[config.mk]
export PLATFORM = sky130hd
export DESIGN_NAME = serial_sub
export DESIGN_NICKNAME = d
export VERILOG_FILES = /design/src/rtl/serial_sub.sv
export SDC_FILE = /design/constraint.sdc
export NUM_CORES = 1
export LEC_CHECK = 0
export CAP_MARGIN = 20
export CORE_AREA = 4 4 69 71
export DETAILED_ROUTE_END_ITERATION = 10
export DIE_AREA = 0 0 73 75
export PLACE_DENSITY = 0.75
export SKIP_CTS_REPAIR_TIMING = 1
export SYNTH_ARGS = -nofsm -noshare
export SYNTH_HDL_FRONTEND = slang
export SYNTH_SLANG_ARGS = --single-unit
export TNS_END_PERCENT = 1
[constraint.sdc]
create_clock -name clk -period 1.4 [get_ports clk]
set_input_delay 0.28 -clock clk [delete_from_list [all_inputs] [get_ports clk]]
set_output_delay 0.28 -clock clk [all_outputs]
set_load 0.1 [all_outputs]
[src/rtl/serial_sub.sv]
// serial_sub: digit-serial WIDTH-bit subtractor, d = x - y - bin.
// Processes DIGIT bits per clock, LSB first. The borrow between digits is held
// in a register. A new operation is accepted on start in IDLE or DONE.
// d/br/ovf are registered and hold their value until the next completion.
//
// Parameters:
//   WIDTH  operand/result width (>= 2)
//   DIGIT  bits per cycle (must divide WIDTH; DIGIT == WIDTH is single-cycle)
// Ports:
//   clk    rising-edge clock
//   rst_n  asynchronous active-low reset
//   start  request, sampled in IDLE or DONE together with x, y, bin
//   x, y   minuend / subtrahend
//   bin    borrow-in
//   busy   high while the operation is running
//   done   one-cycle completion pulse (d/br/ovf valid from this cycle)
//   d      difference
//   br     borrow out of the MSB
//   ovf    two's-complement overflow
module serial_sub #(
    parameter int WIDTH = 8,
    parameter int DIGIT = 1
) (
    input  logic             clk,
    input  logic             rst_n,
    input  logic             start,
    input  logic [WIDTH-1:0] x,
    input  logic [WIDTH-1:0] y,
    input  logic             bin,
    output logic             busy,
    output logic             done,
    output logic [WIDTH-1:0] d,
    output logic             br,
    output logic             ovf
);

    localparam int NDIG = WIDTH / DIGIT;
    localparam int CW   = (NDIG > 1) ? $clog2(NDIG) : 1;

    typedef enum logic [1:0] {
        IDLE,
        RUN,
        DONE
    } state_t;

    state_t state, state_next;

    logic [WIDTH-1:0] xs, ys, rs, rs_next, dig_ext;
    logic             b;
    logic [CW-1:0]    cnt;
    logic [DIGIT-1:0] dig;
    logic             b_out;
    logic             b_msb_in;
    logic             bt;
    logic             last;
    logic             accept;

    assign last   = (cnt == CW'(NDIG - 1));
    assign accept = start && (state == IDLE || state == DONE);
    assign busy   = (state == RUN);
    assign done   = (state == DONE);

    // Ripple of DIGIT full-subtractor cells over the low bits of the operand
    // shift registers. b_msb_in keeps the borrow entering the top cell of the
    // digit, which on the final digit is the borrow into the MSB.
    always_comb begin
        dig      = '0;
        bt       = b;
        b_msb_in = b;
        for (int unsigned i = 0; i < DIGIT; i++) begin
            b_msb_in = bt;
            dig[i]   = xs[i] ^ ys[i] ^ bt;
            bt       = (~xs[i] & ys[i]) | (~(xs[i] ^ ys[i]) & bt);
        end
        b_out   = bt;
        dig_ext = WIDTH'(dig);
        // New digit enters at the MSB end; after NDIG shifts the LSB digit
        // has reached bit 0.
        rs_next = (rs >> DIGIT) | (dig_ext << (WIDTH - DIGIT));
    end

    always_ff @(posedge clk or negedge rst_n) begin
        if (!rst_n) begin
            state <= IDLE;
        end else begin
            state <= state_next;
        end
    end

    always_comb begin
        state_next = state;
        case (state)
            IDLE:    if (start) state_next = RUN;
            RUN:     if (last) state_next = DONE;
            DONE:    state_next = start ? RUN : IDLE;
            default: state_next = IDLE;
        endcase
    end

    always_ff @(posedge clk or negedge rst_n) begin
        if (!rst_n) begin
            xs  <= '0;
            ys  <= '0;
            rs  <= '0;
            b   <= 1'b0;
            cnt <= '0;
            d   <= '0;
            br  <= 1'b0;
            ovf <= 1'b0;
        end else if (accept) begin
            xs  <= x;
            ys  <= y;
            b   <= bin;
            cnt <= '0;
        end else if (state == RUN) begin
            xs  <= xs >> DIGIT;
            ys  <= ys >> DIGIT;
            rs  <= rs_next;
            b   <= b_out;
            cnt <= cnt + CW'(1);
            if (last) begin
                d   <= rs_next;
                br  <= b_out;
                ovf <= b_msb_in ^ b_out;
            end
        end
    end

endmodule

==> results.toml, run 1 <==
[grt]
met2_usage = 0.248
grt_pass1_vias = 1372
grt.busiest_layer = "met2"
grt_max_degree = 41
grt_pass1_wl_mm = 5.93
grt_util_met1 = 0.157
antenna_found_initial = 0
grt_use_met3 = 0.0414
grt-ovfl-total = 0
track_usage = 0.138

[synthesis]
syn_inst = 156
synth-seq-area-share = 0.520
synth.yosys.warnings = 0
synth.cell_area_um2 = 1880
synth_cell_types = 22
syn-num-nets = 179
yosys_register_bits = 39
synth.avg_cell_area_um2 = 12.0

[clock_network]
cts_made_buffers = 5
cts_root_buf = "clkbuf_8"
cts_buffer_depth = 2
cts_tree = "done"
cts_htree_levels = 2
insertion_delay_ns = 0.29
clock_sinks = 39
cts.clk_slew.worst_paths_ns = 0.07

[timing]
slew_violations = 0
finalHoldViolCount = 0
min_period_over_period = 1.06
tns_ns = -0.112
setup_viol = 2
hold-worst-slack_ns = 0.0385
finalClockSkew_ns = 0.00551
min_period_ns = 1.48
fmax_ghz = 0.676
rsz0062_at_grt = "yes"
worstMarginPinSlew_ns = 0.490
maxSlewHeadroom = 0.673
fin_ws_ns = -0.0786

[setup_path]
crit_path_max_incr_delay_ns = 0.46
crit_top_cell = "buf_12"
crit_required_ns = 1.12
cp_slowest_cell = "dfrtp_2"
end_kind = "primary output"
arrival_ns = 1.20
cp_max_fo = 5
startpoint_type = "flip-flop"
critical_path_class = "reg2out"
worstPathCellList = "buf_12 -> nor2b_4 -> buf_12"

[placement]
dpl_worst_slack_ns = -0.130
io_buffers = 31
placed_cell_area_um2 = 2420
hpwlAfterDp_mm = 2.63
gp_congestion = 0.692

[outcome]
run_status = "complete, but fails checks"
violations = "setup timing"

[route]
vias = 1391
drcViolationCount = 0
ant_nets = 0
drt_first_pass_iters = 4
routed_wl_mm = 4.03
first_iter_violations = 64
avgViaCountPerCell = 5.37
post_drt_wl_per_cell_um = 15.6

[power]
ir_drop_uv = 883
power_density_nw_per_um2 = 2670
p_leak_nw = 1.13

[layout]
drive_gt1_frac = 0.309
design_area_um2 = 2680
nFillCells = 310
syn2layout_area_growth_pct = 42.9
final_core_util = 0.633
nets = 229
antenna_cells = 0

[floorplan]
die_h_um = 75
die_x_um = 73
coreArea_um2 = 4230
dieArea_um2 = 5480
io_pins = 32
row_count = 24
start_util = 0.443

[hold_path]
hp-class = "in2async"

[job]
maxCapViolCount = 0
[cells in the mapped netlist]
library cell,number,area [um^2]
a21oi_1,16,80.1
nand3b_4,1,20.0
nor2_1,2,7.51
a22o_1,2,17.5
inv_1,4,15.0
mux2i_1,16,160
mux2_1,5,56.3
clkbuf_1,1,3.75
mux2_2,12,135
buf_2,4,20.0
a211oi_1,15,113
dfrtp_1,39,976
nor2b_1,16,100
buf_4,4,30.0
buf_6,2,22.5
o21ai_0,6,30.0
nand2_1,2,7.51
nand2b_1,2,12.5
fa_1,1,20.0
xor2_1,1,8.76
ha_1,2,25.0
nand3_1,3,15.0
[cell usage in the layout (no fill, tap or decap), drive strengths merged, types with 6 or more instances in the layout]
cell            n
a21oi          16
dfrtp          39
buf            34
clkdlybuf4s50  18
a211oi         15
clkbuf          8
o21ai           6
mux2           17
mux2i          16
nor2b          16
[critical path: cells and delay by family, from the launching register on]
family / cells / cell delay (ns)
flops: 1 / 0.46
buf+inv: 2 / 0.33
simple gates: 1 / 0.13
[layer usage]
metal / vias to the layer above / part of all wire
met5: - / 0
met4: 0 / 0.0097
li1: 654 / -
met3: 6 / 0.055
met2: 49 / 0.54
met1: 682 / 0.39
[layout make-up]
class | count | area (um^2) | area share
clock buffer | 6 | 82.6 | 0.0308
tap | 52 | 65.1 | 0.0243
sequential | 39 | 978 | 0.365
inverter | 4 | 18.8 | 0.00700
timing repair buffer | 54 | 662 | 0.247
clock inverter | 2 | 35.0 | 0.0131
multi-input combinational | 102 | 838 | 0.313
[path summary, 6_finish.rpt]
check                                startpoint                    to  slack [ns]  depth (start not counted)
min in group clk              rs[1]$_DFFE_PN0P_      d[0]$_DFFE_PN0P_        0.51                          1
hold / removal                            rst_n      d[3]$_DFFE_PN0P_        0.04                          2
max in group asynchronous                 rst_n  state[0]$_DFFE_PN0P_        1.00                          2
setup reg to reg             cnt[1]$_DFFE_PN0P_      d[2]$_DFFE_PN0P_        0.01                          4
hold reg to reg               rs[1]$_DFFE_PN0P_      d[0]$_DFFE_PN0P_        0.51                          1
setup / recovery           state[0]$_DFFE_PN0P_                  done       -0.08                          3
[through the flow]
step / std cells / power, mW
finish: 259 / 7.16
global route: 259 / 7.51
CTS: 248 / 6.87
detailed placement: 240 / 5.89
global placement: 240 / 5.70
floorplan: 156 / 4.54
[report_power, final]
group          total [mW]  internal, mW  leakage [nW]  switching [mW]
clock               0.960         0.576        0.0612           0.383
sequential           2.17          1.69         0.461           0.477
combinational        4.03          1.83         0.609            2.19
total                7.16          4.10          1.13            3.05
[cell families after synthesis]
kind of cell	after synthesis	share of synthesized area
compound gates	39	0.128
flops	39	0.520
mux	33	0.187
simple gates	26	0.0867
buf+inv	15	0.0487
fa+ha+maj	3	0.0240
xor+xnor	1	0.00467
[registers in the layout (all words and copies together) (netlist names)]
| name | count |
|---|---|
| cnt | 3 |
| xs | 8 |
| rs | 7 |
| ys | 8 |
| ovf | 1 |
| br | 1 |
| b | 1 |
| d | 8 |
| state | 2 |
No activity file was read; power rests on OpenSTA's default activity.
==> run 2: changes to the inputs <==
--- a/config.mk
+++ b/config.mk
@@ -10,6 +10,7 @@
 export DETAILED_ROUTE_END_ITERATION = 10
 export DIE_AREA = 0 0 73 75
 export PLACE_DENSITY = 0.75
+export REMOVE_ABC_BUFFERS = 1
 export SKIP_CTS_REPAIR_TIMING = 1
 export SYNTH_ARGS = -nofsm -noshare
 export SYNTH_HDL_FRONTEND = slang
==> results.toml, run 2 (synthesized netlist as in run 1, its figures left out) <==
[outcome]
run_status = "complete, but fails checks"
violations = "setup timing"

[clock_network]
cts_tree = "done"
clock_sinks = 39
cts_htree_levels = 2
cts_buffer_depth = 2
insertion_delay_ns = 0.29
cts.clk_slew.worst_paths_ns = 0.08
cts_made_buffers = 5
cts_root_buf = "clkbuf_8"

[placement]
gp_congestion = 0.770
hpwlAfterDp_mm = 2.59
dpl_worst_slack_ns = -0.125
io_buffers = 31

[timing]
worstMarginPinSlew_ns = 0.485
setup_viol = 2
fmax_ghz = 0.708
min_period_over_period = 1.01
fin_ws_ns = -0.0117
rsz0062_at_grt = "yes"
hold-worst-slack_ns = 0.474
min_period_ns = 1.41
slew_violations = 0
maxSlewHeadroom = 0.676
finalClockSkew_ns = 0.00739
finalHoldViolCount = 0

[setup_path]
worstReg2RegStart = "cnt[1]$_DFFE_PN0P_"
cp_max_fo = 5
r2r_slack_ns = 0.04
cp-startpoint = "state[1]$_DFFE_PN0P_"
r2r_cells = 4
rr_endpoint = "cnt[2]$_DFFE_PN0P_"
startpoint_type = "flip-flop"
cp_slowest_cell = "dfrtp_2"
arrival_ns = 1.13
crit_path_max_incr_delay_ns = 0.43
worstPathCellList = "nand2b_4 -> inv_4 -> buf_12"
end_kind = "primary output"
crit_required_ns = 1.12
critical_path_class = "reg2out"
crit_end = "busy"

[floorplan]
coreArea_um2 = 4230
die_h_um = 75
dieArea_um2 = 5480
start_util = 0.443
row_count = 24
io_pins = 32
die_x_um = 73

[route]
drt_first_pass_iters = 4
avgViaCountPerCell = 5.37
ant_nets = 0
first_iter_violations = 31
post_drt_wl_per_cell_um = 14.7
drcViolationCount = 0
vias = 1374
routed_wl_mm = 3.77

[power]
power.internal_mw = 4.13
clockPowerShare = 0.155
switchingPower_mw = 2.99
power_mw = 7.12
switching_share = 0.420
p_seq_frac = 0.304
p_comb_frac = 0.540
power_density_nw_per_um2 = 2690
ir_drop_uv = 869
p_leak_nw = 1.11

[grt]
grt_max_degree = 35
grt_pass1_wl_mm = 5.80
grt_pass1_vias = 1314
antenna_found_initial = 0
grt-ovfl-total = 0
track_usage = 0.138

[layout]
nets = 226
layout_common_cells = "dfrtp_1, clkdlybuf4s50_1, mux2i_1, a21oi_1, buf_4"
drive_gt1_frac = 0.289
reg.largest.list = "d: 8 flops, xs: 8 flops, ys: 8 flops"
antenna_cells = 0
nFillCells = 322
syn2layout_area_growth_pct = 41.2
final_common_cell = "dfrtp_1"

[hold_path]
hp-class = "in2async"

[job]
maxCapViolCount = 0
## run 2: worst max-delay path, delay by kind of cell, from the launching register on
family / cells / cell delay [ns]
buffers and inverters: 2 / 0.23
DFF: 1 / 0.43
and+or+nand+nor: 1 / 0.18
## run 2: how the worst min path moves through the flow
stage	from	endpoint	slack [ns]
floorplan	rst_n	b$_DFFE_PN0P_	-0.02
global placement	rst_n	d[0]$_DFFE_PN0P_	0.26
detailed placement	rst_n	rs[2]$_DFFE_PN0P_	0.27
CTS	rst_n	rs[2]$_DFFE_PN0P_	-0.05
global route	rs[1]$_DFFE_PN0P_	d[0]$_DFFE_PN0P_	0.51
finish	rst_n	d[0]$_DFFE_PN0P_	0.47
## run 2: layout make-up
cell class,count,area (um^2),share of cell area
Sequential cell,39,978,0.370
Clock inverter,2,60.1,0.0227
Inverter,4,17.5,0.00662
Tap cell,52,65.1,0.0246
Clock buffer,6,72.6,0.0274
Timing Repair Buffer,50,596,0.225
Multi-Input combinational cell,103,858,0.324
## run 2: power by group through the flow
stage | sequential, mW | combinational, mW | clock [mW]
floorplan | 3.17 | 1.25 | 0
global placement | 2.12 | 3.55 | 0
detailed placement | 2.16 | 3.68 | 0
CTS | 2.14 | 3.68 | 1.13
global route | 2.24 | 4.09 | 1.16
finish | 2.17 | 3.85 | 1.11
## run 2: layer usage
metal,share of wire,vias to the layer above,global-route usage
li1,-,652,-
met1,0.42,681,0.153
met2,0.51,35,0.249
met3,0.062,6,0.0534
met4,0.0087,0,0.0307
met5,0,-,0
## run 2: through the flow
| stage | area [um^2] | TNS (ns) | utilization | std cells |
|---|---|---|---|---|
| 4_1_cts | 2540 | -0.913 | 0.599 | 248 |
| 2_1_floorplan | 1800 | -7.68 | - | 145 |
| 3_5_place_dp | 2400 | -1.77 | 0.568 | 240 |
| 6_report | 2650 | -0.0227 | 0.625 | 256 |
| 5_1_grt | 2650 | -0.0997 | 0.625 | 256 |
| 3_3_place_gp | 2400 | -0.384 | 0.568 | 240 |
==> run 3: changes to the inputs <==
--- a/config.mk
+++ b/config.mk
@@ -9,6 +9,7 @@
 export CORE_AREA = 4 4 69 71
 export DETAILED_ROUTE_END_ITERATION = 10
 export DIE_AREA = 0 0 73 75
+export MAX_ROUTING_LAYER = met4
 export PLACE_DENSITY = 0.75
 export REMOVE_ABC_BUFFERS = 1
 export SKIP_CTS_REPAIR_TIMING = 1
==> results.toml, run 3 (synthesized netlist as in run 1, its figures left out) <==
[layout]
drive_gt1_frac = 0.289
design_area_um2 = 2650
nFillCells = 322
reg.largest.list = "d: 8 flops, xs: 8 flops, ys: 8 flops"
register_area_um2 = 978
final_common_cell = "dfrtp_1"
multi_input_area_um2 = 858
layout_common_cells = "dfrtp_1, clkdlybuf4s50_1, mux2i_1, a21oi_1, buf_4"
syn2layout_area_growth_pct = 41.2
nets = 226
final_cells = 256
antenna_cells = 0

[grt]
grt-ovfl-total = 0
grt_pass1_vias = 1314
track_usage = 0.142
grt_max_degree = 35
antenna_found_initial = 0
grt_pass1_wl_mm = 5.80

[setup_path]
cp_num_buf_inv = 2
crit_family = "flip-flops"
worstReg2RegStart = "cnt[1]$_DFFE_PN0P_"
cp_slowest_cell = "dfrtp_2"
critical_path_class = "reg2out"
arrival_ns = 1.13
crit_path_max_incr_delay_ns = 0.43
crit_required_ns = 1.12
end_kind = "primary output"
worstPathCellList = "nand2b_4 -> inv_4 -> buf_12"
cp_max_fo = 5
startpoint_type = "flip-flop"
cp-startpoint = "state[1]$_DFFE_PN0P_"

[route]
drcViolationCount = 0
post_drt_wl_per_cell_um = 14.6
routed_wl_mm = 3.75
ant_nets = 0
first_iter_violations = 33
drt_first_pass_iters = 4
avgViaCountPerCell = 5.33
vias = 1364

[timing]
hold-worst-slack_ns = 0.476
setup_viol = 2
fmax_ghz = 0.708
tns_ns = -0.0210
worstMarginPinSlew_ns = 0.487
finalHoldViolCount = 0
fin_ws_ns = -0.0118
slew_violations = 0
finalClockSkew_ns = 0.00742
maxSlewHeadroom = 0.675
min_period_over_period = 1.01
min_period_ns = 1.41
rsz0062_at_grt = "yes"

[outcome]
violations = "setup timing"
run_status = "complete, but fails checks"

[power]
ir_drop_uv = 869
p_leak_nw = 1.11
power_density_nw_per_um2 = 2690

[clock_network]
cts_buffer_depth = 2
cts_root_buf = "clkbuf_8"
cts_made_buffers = 5
cts_tree = "done"
insertion_delay_ns = 0.29
clock_sinks = 39
cts_htree_levels = 2
cts.clk_slew.worst_paths_ns = 0.08

[placement]
hpwlAfterDp_mm = 2.59
gp_congestion = 0.781
dpl_worst_slack_ns = -0.125
placed_cell_area_um2 = 2400
dpl.cell_count = 240
io_buffers = 31

[floorplan]
io_pins = 32
start_util = 0.443
die_x_um = 73
dieArea_um2 = 5480
coreArea_um2 = 4230
row_count = 24
die_h_um = 75

[hold_path]
hp-class = "in2async"

[job]
maxCapViolCount = 0
[run 3: power breakdown]
group | total (mW) | internal [mW] | switching (mW) | leakage [nW]
Clock | 1.11 | 0.712 | 0.393 | 0.0654
Combinational | 3.84 | 1.73 | 2.12 | 0.587
Sequential | 2.16 | 1.69 | 0.474 | 0.461
Total | 7.11 | 4.13 | 2.98 | 1.11
[run 3: final cells by class]
class                   instances  share of cell area
repair buffers                 50               0.225
flip-flops and latches         39               0.370
inverters                       4             0.00662
clock buffers                   6              0.0274
multi-input cells             103               0.324
clock inverters                 2              0.0227
well taps                      52              0.0246
[run 3: through the flow]
step	power [mW]	utilization
floorplan	4.43	-
global placement	5.67	0.568
detailed placement	5.84	0.568
CTS	6.95	0.599
global route	7.49	0.625
finish	7.11	0.625
[run 3: path summary, 6_finish.rpt]
| kind | end | slack [ns] | cells past startpoint |
|---|---|---|---|
| worst max-delay path | busy | -0.01 | 3 |
| min in group clk | d[0]$_DFFE_PN0P_ | 0.49 | 1 |
| max in group asynchronous | state[1]$_DFFE_PN0P_ | 0.43 | 3 |
| worst max register to register | cnt[2]$_DFFE_PN0P_ | 0.04 | 4 |
| worst min register to register | d[0]$_DFFE_PN0P_ | 0.49 | 1 |
| worst min-delay path | d[0]$_DFFE_PN0P_ | 0.48 | 2 |
[run 3: worst reg2reg max path, delay by kind of cell, from the launching register on]
kind	cells	cell delay, ns
compound gates	1	0.20
mux	1	0.25
fa+ha+maj	2	0.41
flops	1	0.40
[run 3: routing by layer]
metal  GRT usage  up-vias  wire length (um)
met4      0.0307        0                29
met5           -        -                 0
met2       0.249       36              1920
met1       0.156      671              1590
li1            -      652                 -
met3      0.0481        5               210
